==> config.mk <==
export PLATFORM = sky130hd
export DESIGN_NAME = uart_tx_periph
export DESIGN_NICKNAME = d
export VERILOG_FILES = /design/src/rtl/uart_tx_periph.sv
export SDC_FILE = /design/constraint.sdc
export NUM_CORES = 1
export LEC_CHECK = 0
export ABC_CLOCK_PERIOD_IN_PS = 5100
export CAP_MARGIN = 20
export CORE_ASPECT_RATIO = 0.7
export CORE_MARGIN = 2
export CORE_UTILIZATION = 46
export DETAILED_ROUTE_END_ITERATION = 16
export PLACE_DENSITY_LB_ADDON = 0.25
export SLEW_MARGIN = 15
export SYNTH_ARGS = -nofsm -noshare
export SYNTH_HDL_FRONTEND = slang
export SYNTH_SLANG_ARGS = --single-unit
==> constraint.sdc <==
create_clock -name clk -period 5.1 [get_ports clk]
set_input_delay 1.02 -clock clk [delete_from_list [all_inputs] [get_ports clk]]
set_output_delay 1.02 -clock clk [all_outputs]
set_load 0.02 [all_outputs]
==> src/rtl/uart_tx_periph.sv <==
// Memory-mapped 8N1 UART transmitter with TX FIFO on the OpenMIPS data bus.
// Define UART_TX_INT_EN to implement CTRL.IE and the uart_int output.
module uart_tx_periph #(
   parameter int          FIFO_DEPTH  = 4,
   parameter int          DIV_W       = 16,
   parameter int unsigned DEFAULT_DIV = 16
) (
   input  logic        clk,
   input  logic        rst,
   input  logic        ce,
   input  logic        we,
   input  logic [31:0] addr,
   input  logic [3:0]  sel,
   input  logic [31:0] data_i,
   output logic [31:0] data_o,
   output logic        txd,
   output logic        uart_int
);

   localparam int PW = $clog2(FIFO_DEPTH);
   localparam int CW = PW + 1;

   localparam logic [1:0] S_IDLE  = 2'd0;
   localparam logic [1:0] S_START = 2'd1;
   localparam logic [1:0] S_DATA  = 2'd2;
   localparam logic [1:0] S_STOP  = 2'd3;

   logic [7:0]       mem_q [FIFO_DEPTH];
   logic [PW-1:0]    wptr_q, rptr_q;
   logic [CW-1:0]    cnt_q, cnt_d;
   logic             ovf_q, ovf_d;
   logic [DIV_W-1:0] div_q, div_d;
   logic [DIV_W-1:0] tmr_q, tmr_d;
   logic [1:0]       st_q, st_d;
   logic [2:0]       bit_q, bit_d;
   logic [7:0]       sh_q, sh_d;
   logic             txd_q, txd_d;

   logic       wr_en, push, push_ok, pop;
   logic       full, empty, busy, tick, ie_rd;
   logic [1:0] a;
   logic       unused_bits;

   assign a       = addr[3:2];
   assign wr_en   = ce && we;
   assign push    = wr_en && (a == 2'd0) && sel[0];
   assign full    = (cnt_q == CW'(FIFO_DEPTH));
   assign empty   = (cnt_q == '0);
   assign push_ok = push && !full;
   assign busy    = (st_q != S_IDLE);
   assign tick    = (tmr_q == '0);
   assign txd     = txd_q;

   assign unused_bits = ^{addr[31:4], addr[1:0], data_i[31:8], sel[3:1]};

   assign cnt_d = cnt_q + CW'(push_ok) - CW'(pop);

   always_comb begin
      div_d = div_q;
      if (wr_en && a == 2'd2) begin
         for (int i = 0; i < DIV_W; i++) begin
            if (sel[i/8]) div_d[i] = data_i[i];
         end
      end
   end

   // A drop in the same cycle as a clear leaves overflow set.
   always_comb begin
      ovf_d = ovf_q;
      if (wr_en && a == 2'd3 && sel[0] && data_i[1]) ovf_d = 1'b0;
      if (push && full) ovf_d = 1'b1;
   end

   always_comb begin
      st_d  = st_q;
      bit_d = bit_q;
      sh_d  = sh_q;
      txd_d = txd_q;
      tmr_d = tmr_q;
      pop   = 1'b0;
      if (busy) tmr_d = tick ? div_q : tmr_q - DIV_W'(1);
      unique case (st_q)
         S_IDLE: begin
            if (!empty) begin
               pop   = 1'b1;
               st_d  = S_START;
               txd_d = 1'b0;
               sh_d  = mem_q[rptr_q];
               tmr_d = div_q;
            end
         end
         S_START: begin
            if (tick) begin
               st_d  = S_DATA;
               bit_d = 3'd0;
               txd_d = sh_q[0];
            end
         end
         S_DATA: begin
            if (tick) begin
               if (bit_q == 3'd7) begin
                  st_d  = S_STOP;
                  txd_d = 1'b1;
               end else begin
                  bit_d = bit_q + 3'd1;
                  txd_d = sh_q[bit_q + 3'd1];
               end
            end
         end
         S_STOP: begin
            if (tick) begin
               if (!empty) begin
                  pop   = 1'b1;
                  st_d  = S_START;
                  txd_d = 1'b0;
                  sh_d  = mem_q[rptr_q];
               end else begin
                  st_d  = S_IDLE;
               end
            end
         end
         default: st_d = S_IDLE;
      endcase
   end

   // Storage is not reset; the pointers and count flush it.
   always_ff @(posedge clk) begin
      if (push_ok) mem_q[wptr_q] <= data_i[7:0];
   end

   always_ff @(posedge clk or posedge rst) begin
      if (rst) begin
         wptr_q <= '0;
         rptr_q <= '0;
         cnt_q  <= '0;
         ovf_q  <= 1'b0;
         div_q  <= DIV_W'(DEFAULT_DIV);
         tmr_q  <= '0;
         st_q   <= S_IDLE;
         bit_q  <= '0;
         sh_q   <= '0;
         txd_q  <= 1'b1;
      end else begin
         if (push_ok) wptr_q <= wptr_q + PW'(1);
         if (pop)     rptr_q <= rptr_q + PW'(1);
         cnt_q  <= cnt_d;
         ovf_q  <= ovf_d;
         div_q  <= div_d;
         tmr_q  <= tmr_d;
         st_q   <= st_d;
         bit_q  <= bit_d;
         sh_q   <= sh_d;
         txd_q  <= txd_d;
      end
   end

`ifdef UART_TX_INT_EN
   logic ie_q;

   always_ff @(posedge clk or posedge rst) begin
      if (rst) begin
         ie_q <= 1'b0;
      end else if (wr_en && a == 2'd3 && sel[0]) begin
         ie_q <= data_i[0];
      end
   end

   assign ie_rd    = ie_q;
   assign uart_int = ie_q && empty && !busy;
`else
   assign ie_rd    = 1'b0;
   assign uart_int = 1'b0;
`endif

   always_comb begin
      data_o = '0;
      if (ce) begin
         unique case (1'b1)
            (a == 2'd1): data_o = {23'd0, empty, full, ovf_q, busy, 5'(cnt_q)};
            (a == 2'd2): data_o = 32'(div_q);
            (a == 2'd3): data_o = {31'd0, ie_rd};
            default:     data_o = '0;
         endcase
      end
   end

endmodule

==> qor.yml, run 1 <==
logic_synthesis:
  yosysTopAreaCellShare_pct: 29.5
  async_reset_ff_share_pct: 62.8
  syn-mean-instance-area_sq_um: 12.3
  netlist_area_sq_um: 4410
  synth-adder-area-share_pct: 5.56
  synth_top_family_by_area: "multiplexers"
  synth_compound_area_share_pct: 10.0
  ys_ff_latch: 86
  muxShareOfSynthArea_pct: 13.0
  ys_seq_area_share_pct: 52.5
  synth_area_leaders: "dfrtp_1 29%, edfxtp_1 22%, ha_1 5.1%, mux2_2 4.6%, mux4_2 4.1%"
  synth_cell_types: 59
  synth_warnings: 0
  synth_simple_gate_area_share_pct: 11.6
  synth_cells: 358
  yosys_most_used_dff: "dfrtp_1"
  synth_edf_count: 32
  yosys.area_share.xor_xnor_pct: 1.59
  yosys.area.top_type: "dfrtp_1"
grt:
  grt_pass1_wl_um: 15400
  track_usage_pct: 19.6
  grt_max_degree: 40
  antenna_found_initial: 0
  grt_pass1_vias: 2946
  grt_overflow: 0
power_and_ir_drop:
  leakage_nw: 2.10
  peakVddDrop_mv: 0.247
  powerDensity_nw_per_um2: 546
timing:
  maxSlewViolCount: 0
  slew_headroom_pct: 37.2
  finalHoldViolCount: 0
  fmax_ghz: 0.243
  grt_setup_unrepaired: "false"
  tightest_slew_ns: 0.941
  fin_crit_sh_pct: 80.8
  layout_min_cycle_time_ns: 4.12
  finalSetupTns_ns: 0
  finalSetupViolations: 0
  whs_ns: 0.511
  fin_skew_ns: 0.00926
die:
  io_pins: 106
  core_sq_um: 9180
  die_h_um: 85.9
  start_util_pct: 48.1
  std_cell_rows: 29
  die-area_sq_um: 10400
  dieWidth_um: 121
critical_path:
  crit_buf_inv: 3
  crit_required_ns: 4.08
  crit_path_max_fanout: 18
  critPathKind: "in -> out"
  cp-start-kind: "input pin"
  cp_slowest_cell: "clkdlybuf4s50_1"
  cp_common_cell: "clkdlybuf4s50_1"
  cp.arrival_ns: 3.10
  crit_chain: "clkdlybuf4s50_1 > inv_1 > ha_1 > a22oi_1 > nor2_1 > clkdlybuf4s50_1"
  crit_path_max_incr_delay_ns: 0.64
  critical-path-top-delay-family: "buffers and inverters"
  worstSetupEndpointType: "output port"
cts:
  cts.htree.levels: 3
  cts_buffer_depth: 2
  postCtsSetupRepairBufs: 0
  cts_num_sinks: 86
  cts_hold_buf: 0
  root_buffer: "clkbuf_16"
  cts_tree: "built"
  clkSlewWorstSetupHoldPaths_ns: 0.06
  cts_buffers: 9
  post_cts_resized: 0
  clock_latency_ns: 0.34
placed_design:
  hpwlAfterDp_um: 6750
  gp_congestion: 0.920
  port-buffer-count: 40
cells_and_area:
  area_growth_pct: 17.1
  nets: 487
  fillers: 799
  n_antenna_cell: 0
  drive_gt1_share_pct: 15.5
route:
  drc: 0
  wl_per_cell_um: 17.7
  routed_via_density: 5.66
  wl_met3_um: 629
  drt-total-wl_um: 9300
  ant_nets: 0
  wl_met1_um: 4270
  met2_length_um: 4300
  first_pass_iters: 5
  dr.max_layer_used: "met4"
  drt_iter0_drc: 289
  dr_total_vias: 2971
hold_path:
  hold_path.class: "reg -> reg"
run_status:
  status: "completed"
flow_run:
  drv_cap: 0
## where the power goes
part           internal (mW)  leakage [nW]  switching, mW
Combinational          0.520          1.01          0.499
Sequential             0.904         0.942          0.210
Clock                  0.425         0.150          0.264
## worst paths after layout
check | start | endpoint | slack (ns) | cells past startpoint
setup reg to reg | tmr_q[0]$_DFF_PP0_ | cnt_q[2]$_DFF_PP0_ | 1.58 | 12
min in group asynchronous | rst | bit_q[1]$_DFFE_PP0P_ | 0.96 | 2
hold reg to reg | sh_q[1]$_DFFE_PP0P_ | sh_q[1]$_DFFE_PP0P_ | 0.51 | 1
max in group asynchronous | rst | div_q[4]$_DFFE_PP1P_ | 3.31 | 3
hold / removal | sh_q[1]$_DFFE_PP0P_ | sh_q[1]$_DFFE_PP0P_ | 0.51 | 1
setup / recovery | addr[2] | data_o[1] | 0.98 | 6
## registers in the layout, summed over array words and instances, names as in the netlist
register and flops:
ovf_q 1, mem_q 32, cnt_q 3, wptr_q 2, bit_q 3, tmr_q 16
rptr_q 2, st_q 2, div_q 16, sh_q 8, txd 1
## synthesized netlist by cell type (all sizes together) (4+ instances only)
master and count:
o221a 4, nor3 14, a211oi 4, and2 6
a22oi 8, mux2 26, edfxtp 32, nor4 4
buf 22, mux2i 7, nor2 16, and3 12
clkbuf 9, mux4 8, nand3 5, inv 16
nand2 20, o21ai 12, xnor2 5, a21oi 9
ha 18, dfrtp 52
## cells in the final DEF, fill, tap and decap left out, types with 6 or more instances in the layout
master,Yosys,layout
clkdlybuf4s50_1,0,40
dfrtp_1,52,52
inv_1,16,15
a22oi_1,8,8
conb_1,1,17
nor3_1,13,13
clkbuf_16,0,9
mux2_2,18,18
o21ai_0,11,11
mux2_4,8,8
edfxtp_1,32,32
nor2_1,16,16
nand2_1,19,19
and2_1,6,6
mux4_2,8,8
a21oi_1,9,9
and3_1,12,12
mux2i_1,7,7
ha_1,18,18
## per-layer routing
| layer | vias up | global-route usage [%] |
|---|---|---|
| met5 | - | 0 |
| met4 | 0 | 5.07 |
| met3 | 10 | 5.45 |
| met2 | 101 | 29.8 |
| met1 | 1491 | 27.8 |
| li1 | 1369 | - |
## area by class of cell
| class | instances | area, sq um | area share [%] |
|---|---|---|---|
| well taps | 124 | 155 | 3.00 |
| repair buffers | 42 | 415 | 8.04 |
| inverters | 16 | 60.1 | 1.16 |
| clock inverters | 7 | 88.8 | 1.72 |
| multi-input cells | 241 | 1910 | 36.9 |
| flip-flops and latches | 86 | 2310 | 44.8 |
| clock buffers | 9 | 225 | 4.36 |
## kinds of logic (layout without fill, tap and decap cells)
family | after synthesis | after routing
fa+ha+maj | 19 | 19
simple gates | 94 | 94
flops | 86 | 86
other cells | 1 | 17
buf+inv | 47 | 74
compound gates | 62 | 62
xor+xnor | 8 | 8
mux | 41 | 41
## stage by stage
stage / utilization (%) / setup WS [ns] / area [sq um] / std cells / total power [mW]
floorplan: - / 1.96 / 4470 / 374 / 1.91
global placement: 52.9 / 1.03 / 4850 / 509 / 2.09
detailed placement: 52.9 / 0.986 / 4850 / 509 / 2.14
CTS: 56.3 / 0.972 / 5170 / 525 / 2.84
global route: 56.3 / 0.791 / 5170 / 525 / 3.02
finish: 56.3 / 0.977 / 5170 / 525 / 2.82
(Power assumes the default switching activity.)
==> inputs of run 2 (changes only) <==
Settings changed: ABC_CLOCK_PERIOD_IN_PS 5100 to 3400, CORE_UTILIZATION 46 to 45.
Clock period 5.1 ns to 3.4 ns, I/O delays scaled along.
==> run 2 against run 1 <==
Compared with the run above: flip-flop and latch count unchanged; sequential share of layout area down 0.31 points; power up 49%; count of clock-buffer cells in the layout up 2; final cell count up 2.3%; clock power up 38%; via count down 0.64%; worst setup slack worse by 0.82 ns; global-route usage down 0.89 points; critical path type unchanged; critical endpoint is now data_o[13].
==> qor.yml, run 2 (synthesis gave the netlist of run 1 again) <==
cts:
  root_buffer: "clkbuf_16"
  cts_buffer_depth: 2  # unchanged
  postCtsSetupRepairBufs: 0  # unchanged
  cts_buffers: 9  # unchanged
  cts_hold_buf: 0  # unchanged
  cts_num_sinks: 86  # unchanged
  post_cts_resized: 0  # unchanged
  cts_tree: "built"
  cts.htree.levels: 3  # unchanged
  clkSlewWorstSetupHoldPaths_ns: 0.06  # about the same
  clock_latency_ns: 0.34  # about the same
timing:
  worst_slack_ns: 0.153  # -0.824 ns
  fin_crit_sh_pct: 95.5
  finalSetupTns_ns: 0  # unchanged
  finalHoldViolCount: 0  # unchanged
  fin_skew_ns: 0.00573  # -0.00353 ns
  slew_headroom_pct: 53.5  # +16 points
  layout_min_cycle_time_ns: 3.25
  grt_setup_unrepaired: "false"
  fmax_ghz: 0.308
  finalSetupViolations: 0  # unchanged
  maxSlewViolCount: 0  # unchanged
  tightest_slew_ns: 0.698  # -0.244 ns
cells_and_area:
  largest_reg_flops: 32  # unchanged
  multi_input_area_sq_um: 1910  # unchanged
  n_antenna_cell: 0  # unchanged
  fillers: 849  # +6.3%
  final_common_cell: "dfrtp_1"
  nets: 495  # +1.6%
  reg_top3: "mem_q: 32 flops, div_q: 16 flops, tmr_q: 16 flops"
  final_cell_mix: "52 x dfrtp_1, 40 x clkdlybuf4s50_1, 32 x edfxtp_1"
  area_growth_pct: 17.9
  register_area_sq_um: 2310  # unchanged
  drive_gt1_share_pct: 17.1  # +1.7 points
  largest_register: "mem_q"
critical_path:
  worstSetupEndpointType: "output port"
  cp-start-kind: "input pin"
  cp.arrival_ns: 2.57  # -0.53 ns
  critPathKind: "in -> out"
  crit_required_ns: 2.72  # -1.36 ns
  crit_path_max_fanout: 10  # -8
flow_run:
  drv_cap: 0  # unchanged
placed_design:
  gp_congestion: 0.881  # -4.2%
  port-buffer-count: 40  # unchanged
  hpwlAfterDp_um: 6640  # -1.6%
  dp_slack_ns: 0.148  # -0.838 ns
die:
  io_pins: 106  # unchanged
  dieWidth_um: 122  # +1.1%
  core_sq_um: 9610  # +4.7%
  die_h_um: 86.8  # +1.1%
  std_cell_rows: 30  # +3.4%
  start_util_pct: 45.9  # -2.1 points
  die-area_sq_um: 10600  # +2.1%
route:
  wl_per_cell_um: 17.1  # -3.6%
  drt-total-wl_um: 9170  # -1.4%
  routed_via_density: 5.50  # -2.9%
  drc: 0  # unchanged
  dr_total_vias: 2952  # -0.64%
  ant_nets: 0  # unchanged
  drt_iter0_drc: 282  # -2.4%
  first_pass_iters: 4  # -1
hold_path:
  hold_path.class: "reg -> reg"
grt:
  grt_overflow: 0  # unchanged
  grt_pass1_vias: 2821  # -4.2%
  antenna_found_initial: 0  # unchanged
  grt_pass1_wl_um: 14900  # -3.3%
  grt_max_degree: 55  # +38%
  track_usage_pct: 18.7  # -0.89 points
power_and_ir_drop:
  power_mw: 4.19  # +49%
  peakVddDrop_mv: 0.392  # +59%
  powerDensity_nw_per_um2: 806  # +48%
  leakage_nw: 2.13  # +1.4%
run_status:
  status: "completed"
-- run 2: cell count changes in the layout (fill, tap and decap cells not counted) --
cell / delta
buf_4: +8
bufinv_16: -1
clkbuf_1: +2
clkinv_1: -2
clkinv_2: +2
clkinv_4: -1
-- run 2: stage by stage --
step                hold slack (ns)  instances  utilization [%]  area (sq um)
finish                        0.494        537             54.1          5200
global route                  0.526        537             54.1          5200
CTS                           0.496        537             54.1          5200
detailed placement            0.482        521             51.2          4920
global placement              0.486        521             51.2          4920
floorplan                     0.467        374                -          4470
-- run 2: where the power goes --
group / total (mW) / switching [mW] / internal [mW]
sequential: 1.67 / 0.316 / 1.36
combinational: 1.57 / 0.753 / 0.821
clock: 0.948 / 0.383 / 0.565
-- run 2: final timing paths --
| path | start | to | slack [ns] | cells after the start |
|---|---|---|---|---|
| min in group asynchronous | rst | sh_q[3]$_DFFE_PP0P_ | 0.84 | 3 |
| max in group asynchronous | rst | div_q[11]$_DFFE_PP0P_ | 2.07 | 3 |
| min | ovf_q$_DFFE_PP0P_ | ovf_q$_DFFE_PP0P_ | 0.49 | 1 |
| min reg2reg | ovf_q$_DFFE_PP0P_ | ovf_q$_DFFE_PP0P_ | 0.49 | 1 |
| max reg2reg | tmr_q[0]$_DFF_PP0_ | cnt_q[2]$_DFF_PP0_ | 0.45 | 13 |
| max | addr[2] | data_o[13] | 0.15 | 6 |
-- run 2: final cells by class --
class,count,share of cell area (%)
tap,128,3.08
clock buffer,11,4.47
multi-input combinational,241,36.7
inverter,16,1.15
timing repair buffer,50,9.14
sequential,86,44.5
clock inverter,5,1.01
-- run 2: worst max-delay path, cell delays in order --
cell and delay [ns]:
clkdlybuf4s50_1 0.45, inv_1 0.10, ha_1 0.33, buf_4 0.23, and3_1 0.17, clkdlybuf4s50_1 0.60
-- run 2: layer usage --
layer / global-route usage (%) / wire, um / up-vias / part of all wire (%)
li1: - / - / 1380 / -
met1: 28.2 / 4580 / 1485 / 50
met2: 26.8 / 4050 / 83 / 44
met3: 5.59 / 487 / 4 / 5.3
met4: 3.76 / 51 / 0 / 0.56
met5: 0 / 0 / - / 0
==> inputs of run 3 (changes only) <==
Settings changed: ABC_CLOCK_PERIOD_IN_PS 3400 to 3500, CORE_MARGIN 2 to default, CORE_UTILIZATION 45 to 46.
Clock period 3.4 ns to 3.5 ns, I/O delays scaled along.
==> run 3 against run 2 <==
Compared with the run above: sequential power shrank 2%; final cell count shrank 0.74%; power fell by 2.4%; first-iteration DRC count fell by 37%; count of clock-buffer cells in the layout shrank 1; die area shrank 5.9%; non-clock buffer count did not move; final area hardly changed; flip-flop and latch count unchanged; sequential share of layout area about the same; combinational power decreased by 3%.
==> qor.yml, run 3 (synthesis gave the netlist of run 1 again) <==
cells_and_area:
  largest_register: "mem_q"
  drive_gt1_share_pct: 17.1  # unchanged
  final_common_cell: "dfrtp_1"
  n_antenna_cell: 0  # unchanged
  utilization_pct: 56.7  # +2.5 points
  final_cell_mix: "52 x dfrtp_1, 40 x clkdlybuf4s50_1, 32 x edfxtp_1"
  area_growth_pct: 18.0  # about the same
  reg_top3: "mem_q: 32 flops, div_q: 16 flops, tmr_q: 16 flops"
  largest_reg_flops: 32  # unchanged
  nets: 495  # unchanged
power_and_ir_drop:
  powerDensity_nw_per_um2: 787  # -2.4%
  peakVddDrop_mv: 0.392  # about the same
  leakage_nw: 2.13  # -0.13%
timing:
  maxSlewViolCount: 0  # unchanged
  finalSetupTns_ns: 0  # unchanged
  worst_slack_ns: 0.159  # +0.00545 ns
  grt_setup_unrepaired: "false"
  finalHoldViolCount: 0  # unchanged
  layout_min_cycle_time_ns: 3.34
  finalSetupViolations: 0  # unchanged
  fin_crit_sh_pct: 95.5
  fmax_ghz: 0.299
  fin_skew_ns: 0.00493  # -0.000805 ns
  tightest_slew_ns: 0.903  # +0.206 ns
  slew_headroom_pct: 39.8  # -14 points
  whs_ns: 0.506  # +0.0128 ns
critical_path:
  cp_common_cell: "clkdlybuf4s50_1"
  reg2regPathDepth: 11  # -2
  reg2reg_slack_ns: 0.62  # +0.17 ns
  cp_slowest_cell: "clkdlybuf4s50_1"
  startpoint: "addr[2]"
  regToRegStartpoint: "tmr_q[10]$_DFF_PP0_"
  critPathKind: "in -> out"
  crit_path_max_fanout: 10  # unchanged
  cp.arrival_ns: 2.64  # +0.07 ns
  crit_path_max_incr_delay_ns: 0.60  # about the same
  crit_required_ns: 2.80  # +0.08 ns
  critical-path-top-delay-family: "buffers and inverters"
  crit_chain: "clkdlybuf4s50_1 > inv_1 > ha_1 > buf_4 > and3_1 > clkdlybuf4s50_1"
  r2r_end: "cnt_q[2]$_DFF_PP0_"
  crit_buf_inv: 4  # unchanged
  worstSetupEndpointType: "output port"
  cp-start-kind: "input pin"
grt:
  grt_pass1_wl_um: 15200  # +2.0%
  grt_util_met3_pct: 5.33  # -0.26 points
  grt_use_met1_pct: 29.7  # +1.5 points
  track_usage_pct: 20.1  # +1.4 points
  antenna_found_initial: 0  # unchanged
  grt_max_degree: 22  # -60%
  busiest_layer: "met1"
  grtUsageMet2_pct: 28.2  # +1.5 points
  grt_overflow: 0  # unchanged
  grt_pass1_vias: 2882  # +2.2%
cts:
  cts_tree: "built"
  clkSlewWorstSetupHoldPaths_ns: 0.06  # about the same
  cts_buffer_depth: 2  # unchanged
  post_cts_resized: 0  # unchanged
  root_buffer: "clkbuf_16"
  postCtsSetupRepairBufs: 0  # unchanged
  cts_num_sinks: 86  # unchanged
  cts_hold_buf: 0  # unchanged
  clock_latency_ns: 0.34  # about the same
  cts_buffers: 9  # unchanged
  cts.htree.levels: 3  # unchanged
hold_path:
  min_to: "ovf_q$_DFFE_PP0P_"
  hold_path.class: "reg -> reg"
  hold_start: "ovf_q$_DFFE_PP0P_"
  min_path_cells: 1  # unchanged
die:
  std_cell_rows: 29  # -3.3%
  die_h_um: 83.9  # -3.3%
  die-area_sq_um: 9990  # -5.9%
  core_sq_um: 9180  # -4.5%
  dieWidth_um: 119  # -2.7%
  io_pins: 106  # unchanged
  start_util_pct: 48.1  # +2.1 points
route:
  drt_iter0_drc: 179  # -37%
  dr_total_vias: 2959  # +0.24%
  ant_nets: 0  # unchanged
  drc: 0  # unchanged
  routed_via_density: 5.55  # +0.99%
  wl_per_cell_um: 17.4  # +1.8%
  drt-total-wl_um: 9260  # +1.0%
  first_pass_iters: 4  # unchanged
placed_design:
  dp_slack_ns: 0.158  # +0.00955 ns
  gp_congestion: 0.907  # +3.0%
  port-buffer-count: 40  # unchanged
  hpwlAfterDp_um: 6860  # +3.2%
flow_run:
  drv_cap: 0  # unchanged
run_status:
  status: "completed"
[run 3: how the worst max path moves through the flow]
stage / slack [ns] / depth (start not counted) / to
floorplan: 0.76 / 13 / cnt_q[2]$_DFF_PP0_
global placement: 0.19 / 6 / data_o[12]
detailed placement: 0.16 / 6 / data_o[11]
CTS: 0.16 / 6 / data_o[11]
global route: 0.04 / 6 / data_o[9]
finish: 0.16 / 6 / data_o[11]
[run 3: metrics by stage]
stage	power, mW	instance area (sq um)	cells
final	4.10	5200	533
after detailed placement	3.17	4910	517
after global placement	3.09	4910	517
after CTS	4.11	5200	533
after global routing	4.35	5200	533
after floorplan	2.78	4470	374
[run 3: per-layer routing]
| layer | up-vias | part of all wire, % |
|---|---|---|
| met1 | 1465 | 49 |
| met3 | 13 | 5.0 |
| met5 | - | 0 |
| met2 | 94 | 44 |
| met4 | 0 | 1.3 |
| li1 | 1387 | - |
[run 3: power by group]
| group | internal [mW] | leakage [nW] | switching, mW |
|---|---|---|---|
| Combinational | 0.786 | 1.05 | 0.749 |
| Clock | 0.550 | 0.136 | 0.385 |
| Sequential | 1.32 | 0.942 | 0.308 |
| Total | 2.65 | 2.13 | 1.44 |
[run 3: cell type report]
cell class / instances / area, sq um
Fill cell: 772 / 3980
Sequential cell: 86 / 2310
Multi-Input combinational cell: 241 / 1910
Timing Repair Buffer: 50 / 475
Clock buffer: 10 / 229
Tap cell: 124 / 155
Clock inverter: 6 / 62.6
Inverter: 16 / 60.1
